### src/rtl/vector_writeback.sv
// Vector writeback stage: retires ALU vectors directly and assembles serial
// per-lane load beats into one vector before issuing a single register write.

module vector_writeback_lane #(
    parameter int WIDTH = 18
) (
    input  logic             clk,
    input  logic             rst_n,
    input  logic             load,
    input  logic [WIDTH-1:0] d,
    output logic [WIDTH-1:0] nxt
);
    logic [WIDTH-1:0] q;

    always_ff @(posedge clk or negedge rst_n) begin
        if (!rst_n)    q <= '0;
        else if (load) q <= d;
    end

    // Forward the incoming beat so the final lane can land in wd3 on the same edge.
    assign nxt = load ? d : q;
endmodule

module vector_writeback #(
    parameter int LANES  = 3,
    parameter int WIDTH  = 18,
    parameter int REG_AW = 4
) (
    input  logic                         clk,
    input  logic                         rst_n,
    input  logic                         valid_m,
    output logic                         ready_m,
    input  logic                         reg_write_m,
    input  logic                         mem_to_reg_m,
    input  logic [REG_AW-1:0]            wa3m,
    input  logic [LANES-1:0][WIDTH-1:0]  alu_result_m,
    input  logic                         beat_valid,
    input  logic [WIDTH-1:0]             beat_data,
    output logic                         beat_ready,
    output logic                         RegWriteW,
    output logic [REG_AW-1:0]            wa3w,
    output logic [LANES-1:0][WIDTH-1:0]  wd3,
    output logic                         busy
);
    localparam int CW = 2;
    localparam logic [REG_AW-1:0] PC_REG = '1;

    typedef enum logic [1:0] {IDLE, COLLECT, WRITE} state_t;

    state_t                      state_q, state_d;
    logic [CW-1:0]               cnt_q;
    logic [REG_AW-1:0]           pend_wa;
    logic                        we_q;
    logic                        accept, take, last;
    logic                        acc_alu, acc_load;
    logic [LANES-1:0][WIDTH-1:0] asm_vec;

    assign ready_m    = (state_q != COLLECT);
    assign beat_ready = (state_q == COLLECT);
    assign busy       = (state_q == COLLECT);
    assign RegWriteW  = (state_q == WRITE) && we_q;

    assign accept   = valid_m && ready_m;
    assign acc_alu  = accept && reg_write_m && !mem_to_reg_m;
    assign acc_load = accept && reg_write_m && mem_to_reg_m;
    assign take     = beat_valid && beat_ready;
    assign last     = take && (cnt_q == CW'(LANES-1));

    genvar i;
    generate
        for (i = 0; i < LANES; i++) begin : g_lane
            vector_writeback_lane #(.WIDTH(WIDTH)) u_lane (
                .clk   (clk),
                .rst_n (rst_n),
                .load  (take && (cnt_q == CW'(i))),
                .d     (beat_data),
                .nxt   (asm_vec[i])
            );
        end
    endgenerate

    always_comb begin
        state_d = state_q;
        case (state_q)
            IDLE, WRITE: begin
                state_d = IDLE;
                if (acc_alu)       state_d = WRITE;
                else if (acc_load) state_d = COLLECT;
            end
            COLLECT: if (last) state_d = WRITE;
            default: state_d = IDLE;
        endcase
    end

    always_ff @(posedge clk or negedge rst_n) begin
        if (!rst_n) begin
            state_q <= IDLE;
            cnt_q   <= '0;
            pend_wa <= '0;
            we_q    <= 1'b0;
            wa3w    <= '0;
            wd3     <= '0;
        end else begin
            state_q <= state_d;
            if (acc_load) begin
                pend_wa <= wa3m;
                cnt_q   <= '0;
            end else if (last) begin
                cnt_q   <= '0;
            end else if (take) begin
                cnt_q   <= cnt_q + 1'b1;
            end
            // The PC register still retires through WRITE but never asserts the enable.
            if (acc_alu) begin
                wa3w <= wa3m;
                wd3  <= alu_result_m;
                we_q <= (wa3m != PC_REG);
            end else if (last) begin
                wa3w <= pend_wa;
                wd3  <= asm_vec;
                we_q <= (pend_wa != PC_REG);
            end
        end
    end
endmodule

### config.mk
export PLATFORM = sky130hd
export DESIGN_NAME = vector_writeback
export DESIGN_NICKNAME = d
export VERILOG_FILES = /design/src/rtl/vector_writeback.sv
export SDC_FILE = /design/constraint.sdc
export NUM_CORES = 1
export LEC_CHECK = 0
export BUFFER_PORTS_ARGS = -buffer_cell sky130_fd_sc_hd__buf_2
export CAP_MARGIN = 20
export CORE_MARGIN = 3
export CORE_UTILIZATION = 50
export CTS_BUF_LIST = sky130_fd_sc_hd__clkbuf_16
export DETAILED_ROUTE_END_ITERATION = 10
export HOLD_SLACK_MARGIN = 0.06
export PLACE_DENSITY = 0.77
export SYNTH_ARGS = -nofsm -noshare
export SYNTH_HDL_FRONTEND = slang
export SYNTH_SLANG_ARGS = --single-unit
### constraint.sdc
create_clock -name clk -period 3.4 [get_ports clk]
set_input_delay 0.51 -clock clk [delete_from_list [all_inputs] [get_ports clk]]
set_output_delay 0.51 -clock clk [all_outputs]
set_load 0.01 [all_outputs]
Word level (Yosys, flattened, before mapping):

Index checks and enable logic that the tools add are counted.

* word-level logic and storage cells: 49
* bits of input ports: 82
* output and inout port bits: 62
* register bits: 103

* add/subtract/negate cells: 1
* reductions and logical operators: 15
* multiplexer cells: 15
* equal/unequal tests: 8

Operator list (count)
* 54-bit 2-to-1 mux: 2
* 18-bit 2-to-1 mux: 2
* 2-bit 2-to-1 mux: 5
* 1-bit logical AND: 9
* 4-bit 2-to-1 mux: 2
* 4-bit inequality test (second input constant): 2
* 2-bit by 1-bit == test with 1-bit output (second input constant): 2
* 2-bit == test (second input constant): 2
* 2-bit zero test: 2
* 2-bit by 1-bit inequality test with 1-bit output (second input constant): 2
* 2-bit case mux with 2 select lines: 1
* 1-bit 2-to-1 mux: 3
* 3-bit nonzero test: 1
* 2-bit by 1-bit adder with 2-bit output (second input constant): 1
* 2-bit nonzero test: 1
* 2-bit OR reduction: 1
* 1-bit zero test: 1

Logic depth before layout (Yosys ltp):

* word-level depth: 7
* mapped depth: 7

By module:

Synthesis repeated with hierarchy kept, for this count alone.

* cells, all modules: 468
* area, all modules: 5181.2 µm²

Modules (own cells, without submodules)
* vector_writeback: cells each 354, instances 1, area an instance 3015.4 µm², sequential area each 1676.6 µm²
* vector_writeback_lane: cells each 38, instances 3, area an instance 721.9 µm², sequential area each 450.4 µm²

Worst setup path before layout:

No wires, ideal clock.

* path kind: input port to flip-flop
* start point: input port beat_valid
* end point: register g_lane[0].u_lane.q[10]
* setup time: 0.125 ns
* slack: 1.786 ns
* stages: 4
* buffers on the path: 1
* required time: 3.275 ns
* data arrival time: 1.489 ns
* cells stage by stage: nand3b_4 nor3_4 buf_4 mux2_2

RTL lines
* start, declared: RTL line 37 `input logic beat_valid,`
* end signal, assigned: RTL line 16 `if (!rst_n) q <= '0;`
* end signal, assigned: RTL line 17 `else if (load) q <= d;`
* end, declared: RTL line 13 `logic [WIDTH-1:0] q;`

Final worst setup path:

* start point: register state_q[0]
* end point: register wd3[53] (netlist bit)

* cells in the longest elaborated chain, start to end: 5
* elaborated cells on any way between the ends: 9

Ends and longest elaborated chain
* start, declared: RTL line 50 `state_t state_q, state_d;`
* start signal, assigned: RTL line 104 `state_q <= state_d;`
* 2-bit by 1-bit inequality test with 1-bit output: RTL line 58 `assign ready_m = (state_q != COLLECT);`
* 1-bit logical AND: RTL line 63 `assign accept = valid_m && ready_m;`
* 1-bit logical AND (2 in a row): RTL line 64 `assign acc_alu = accept && reg_write_m && !mem_to_reg_m;`
* 54-bit 2-to-1 mux / 2-bit nonzero test (equally long branches)
* end signal, assigned: RTL line 116 `wd3 <= alu_result_m;`
* end signal, assigned: RTL line 120 `wd3 <= asm_vec;`
* end, declared: RTL line 42 `output logic [LANES-1:0][WIDTH-1:0] wd3,`

Several ways; a longest one is shown, not always the timed one.
A chain may end at the register's enable or synchronous reset.

==> metrics.txt <==
cts repair resizes 0; Synth top area share 58.7%; via count 3475; CTS tree yes; Max FO, Critical Path 37; most common cell in the netlist dfrtp_1; Worst Setup End Kind flop; post-DP HPWL 7350 µm; largest net degree at the start of global routing 80; Clock Skew 0.00804 ns; sequential share of the synthesized area 58.7%; Cells after DPL 598; gpl congestion 0.806; detailed-router iteration count before antenna repair 5; Crit Path Category reg -> reg; EDFF count, synth 0; TritonCTS Buffers 9; Synth area leaders dfrtp_1 (59%), mux2_2 (10%), a22oi_1 (6.3%); Crit path required time 3.62 ns; fin cells 614; count of state elements after synthesis 103; Iter 0 DRT Violations 167; WL final 11000 µm; prevailing post-synth register cell dfrtp_1; synth warn 0; Final Cell Area 5400 µm²; clock slew at the register clock pins of the worst setup and hold paths 0.07 ns; nets 586; Core Box Area 8380 µm²; number of global-route vias before repair 3604; worst skew pair latency 0.33 ns; Area after DPL 5130 µm²; setup ws final 1.18 ns; met3 wire len 680 µm; antenna violation net count after detailed routing 0; synthesized area 4390 µm²; Initial Util 52.4%; Post-synth ARST share 100%; total power 4.68 mW; clk sinks 103; initial antenna violation count 0; Lkg Pwr 2.70 nW; Die Span Y 99.7 µm; global router's overall resource usage 22.9%; Final Max Slew Viols 0; Slew headroom 32.5%; WHS 0.322 ns; arrival time at the worst endpoint 2.44 ns; f_max 0.451 GHz; Die W 99.7 µm; slew at the pin closest to its max-slew limit 1.01 ns; drt via density 5.66; Layout area overhead 23.0%; # IOs 144; unrepaired setup endpoints after global routing false; final setup fails 0; metal2 WL 5440 µm; met1 WL 4610 µm; final hold vios 0; Worst VDD drop 0.477 mV; final period utilization 65.3%; Wirelength per Cell 18.0 µm; total negative slack 0 ns; syn_area_per_cell 11.8 µm²; uppermost layer routed met4; cts hold-fix bufs 0; FILL cells 703; H-tree levels 3; DRC 0; Pwr Density 867 nW/µm²; Clock Path Buffers 2; Port Buf Inserts 143; Post-CTS Setup Repair Bufs 0; first-pass GRT wire length 18100 µm; total gr overflow 0; largest area contributor in the netlist dfrtp_1; post-layout minimum cycle time 2.22 ns; ANT cells 0; Root Driver clkbuf_16; Place WS 1.01 ns; Rows 33; Yosys cell types 30; total of max-cap violations 0; status completed; Cells after Synth 373; Critical Path Source Type flop; Hold Crit Class in -> async; Die Footprint 9940 µm²; syn nets 455; top cells by count, synth dfrtp_1 (103), nand2_1 (43), mux2_2 (40); layout cell share with drive strength beyond 1 44.6%; final core occ 64.4%
final cells by class:
class / count / area [µm²] / share of cell area [%]
multi-input combinational: 238 / 1640 / 30.5
clock inverter: 7 / 42.5 / 0.788
tap: 105 / 131 / 2.44
clock buffer: 9 / 225 / 4.17
sequential: 103 / 2580 / 47.8
timing repair buffer: 149 / 763 / 14.1
inverter: 3 / 11.3 / 0.209
kinds of logic (layout without fill, tap and decap cells):
| family | count (synthesis) | count (layout) | share of synthesized area, % |
|---|---|---|---|
| compound gates | 64 | 64 | 10.2 |
| buf+inv | 32 | 168 | 3.96 |
| flops | 103 | 103 | 58.7 |
| mux | 41 | 41 | 10.5 |
| simple gates | 133 | 133 | 16.6 |
worst paths after layout:
check,to,start,cells after the start,slack [ns]
setup / recovery,wd3[53],state_q[0],5,1.18
hold / removal,wd3[51],rst_n,1,0.32
setup reg to reg,wd3[53],state_q[0],5,1.18
hold reg to reg,wd3[35],wd3[35],2,0.49
max in group asynchronous,g_lane[1].u_lane.q[5],rst_n,2,2.27
min in group clk,wd3[2],alu_result_m[2],3,0.38
cells in the final DEF, fill, tap and decap left out, types with 2 or more instances in the layout:
cell type,n
clkbuf_16,9
nor2_1,24
nor3_1,18
a31oi_1,3
clkinvlp_4,3
a21oi_1,2
mux2_2,40
buf_2,142
inv_1,5
dfrtp_1,103
a22oi_1,37
nand2_1,43
nand3_2,19
nand3_1,19
buf_4,7
o22ai_1,19
critical path, cell delays in order, from the launching register on:
cell and delay, ns:
dfrtp_1 0.44, nand3b_4 0.15, or3b_2 0.85, buf_4 0.39, o22ai_1 0.20, nor2_1 0.07
routing by layer:
metal,global-route usage (%),vias to the layer above
met5,0,-
met2,36.7,130
met4,7.77,0
li1,-,1600
met1,31.3,1721
met3,4.63,24
report_power, final:
part,internal (mW),total [mW],switching [mW]
Clock,0.490,0.935,0.444
Sequential,1.82,2.19,0.368
Combinational,0.754,1.55,0.801
sequential cells by signal, summed over array words and instances (netlist names):
signal           flops
wa3w                 4
g_lane.u_lane.q     36
wd3                 54
pend_wa              4
cnt_q                2
we_q                 1
state_q              2
(Power assumes the default switching activity.)
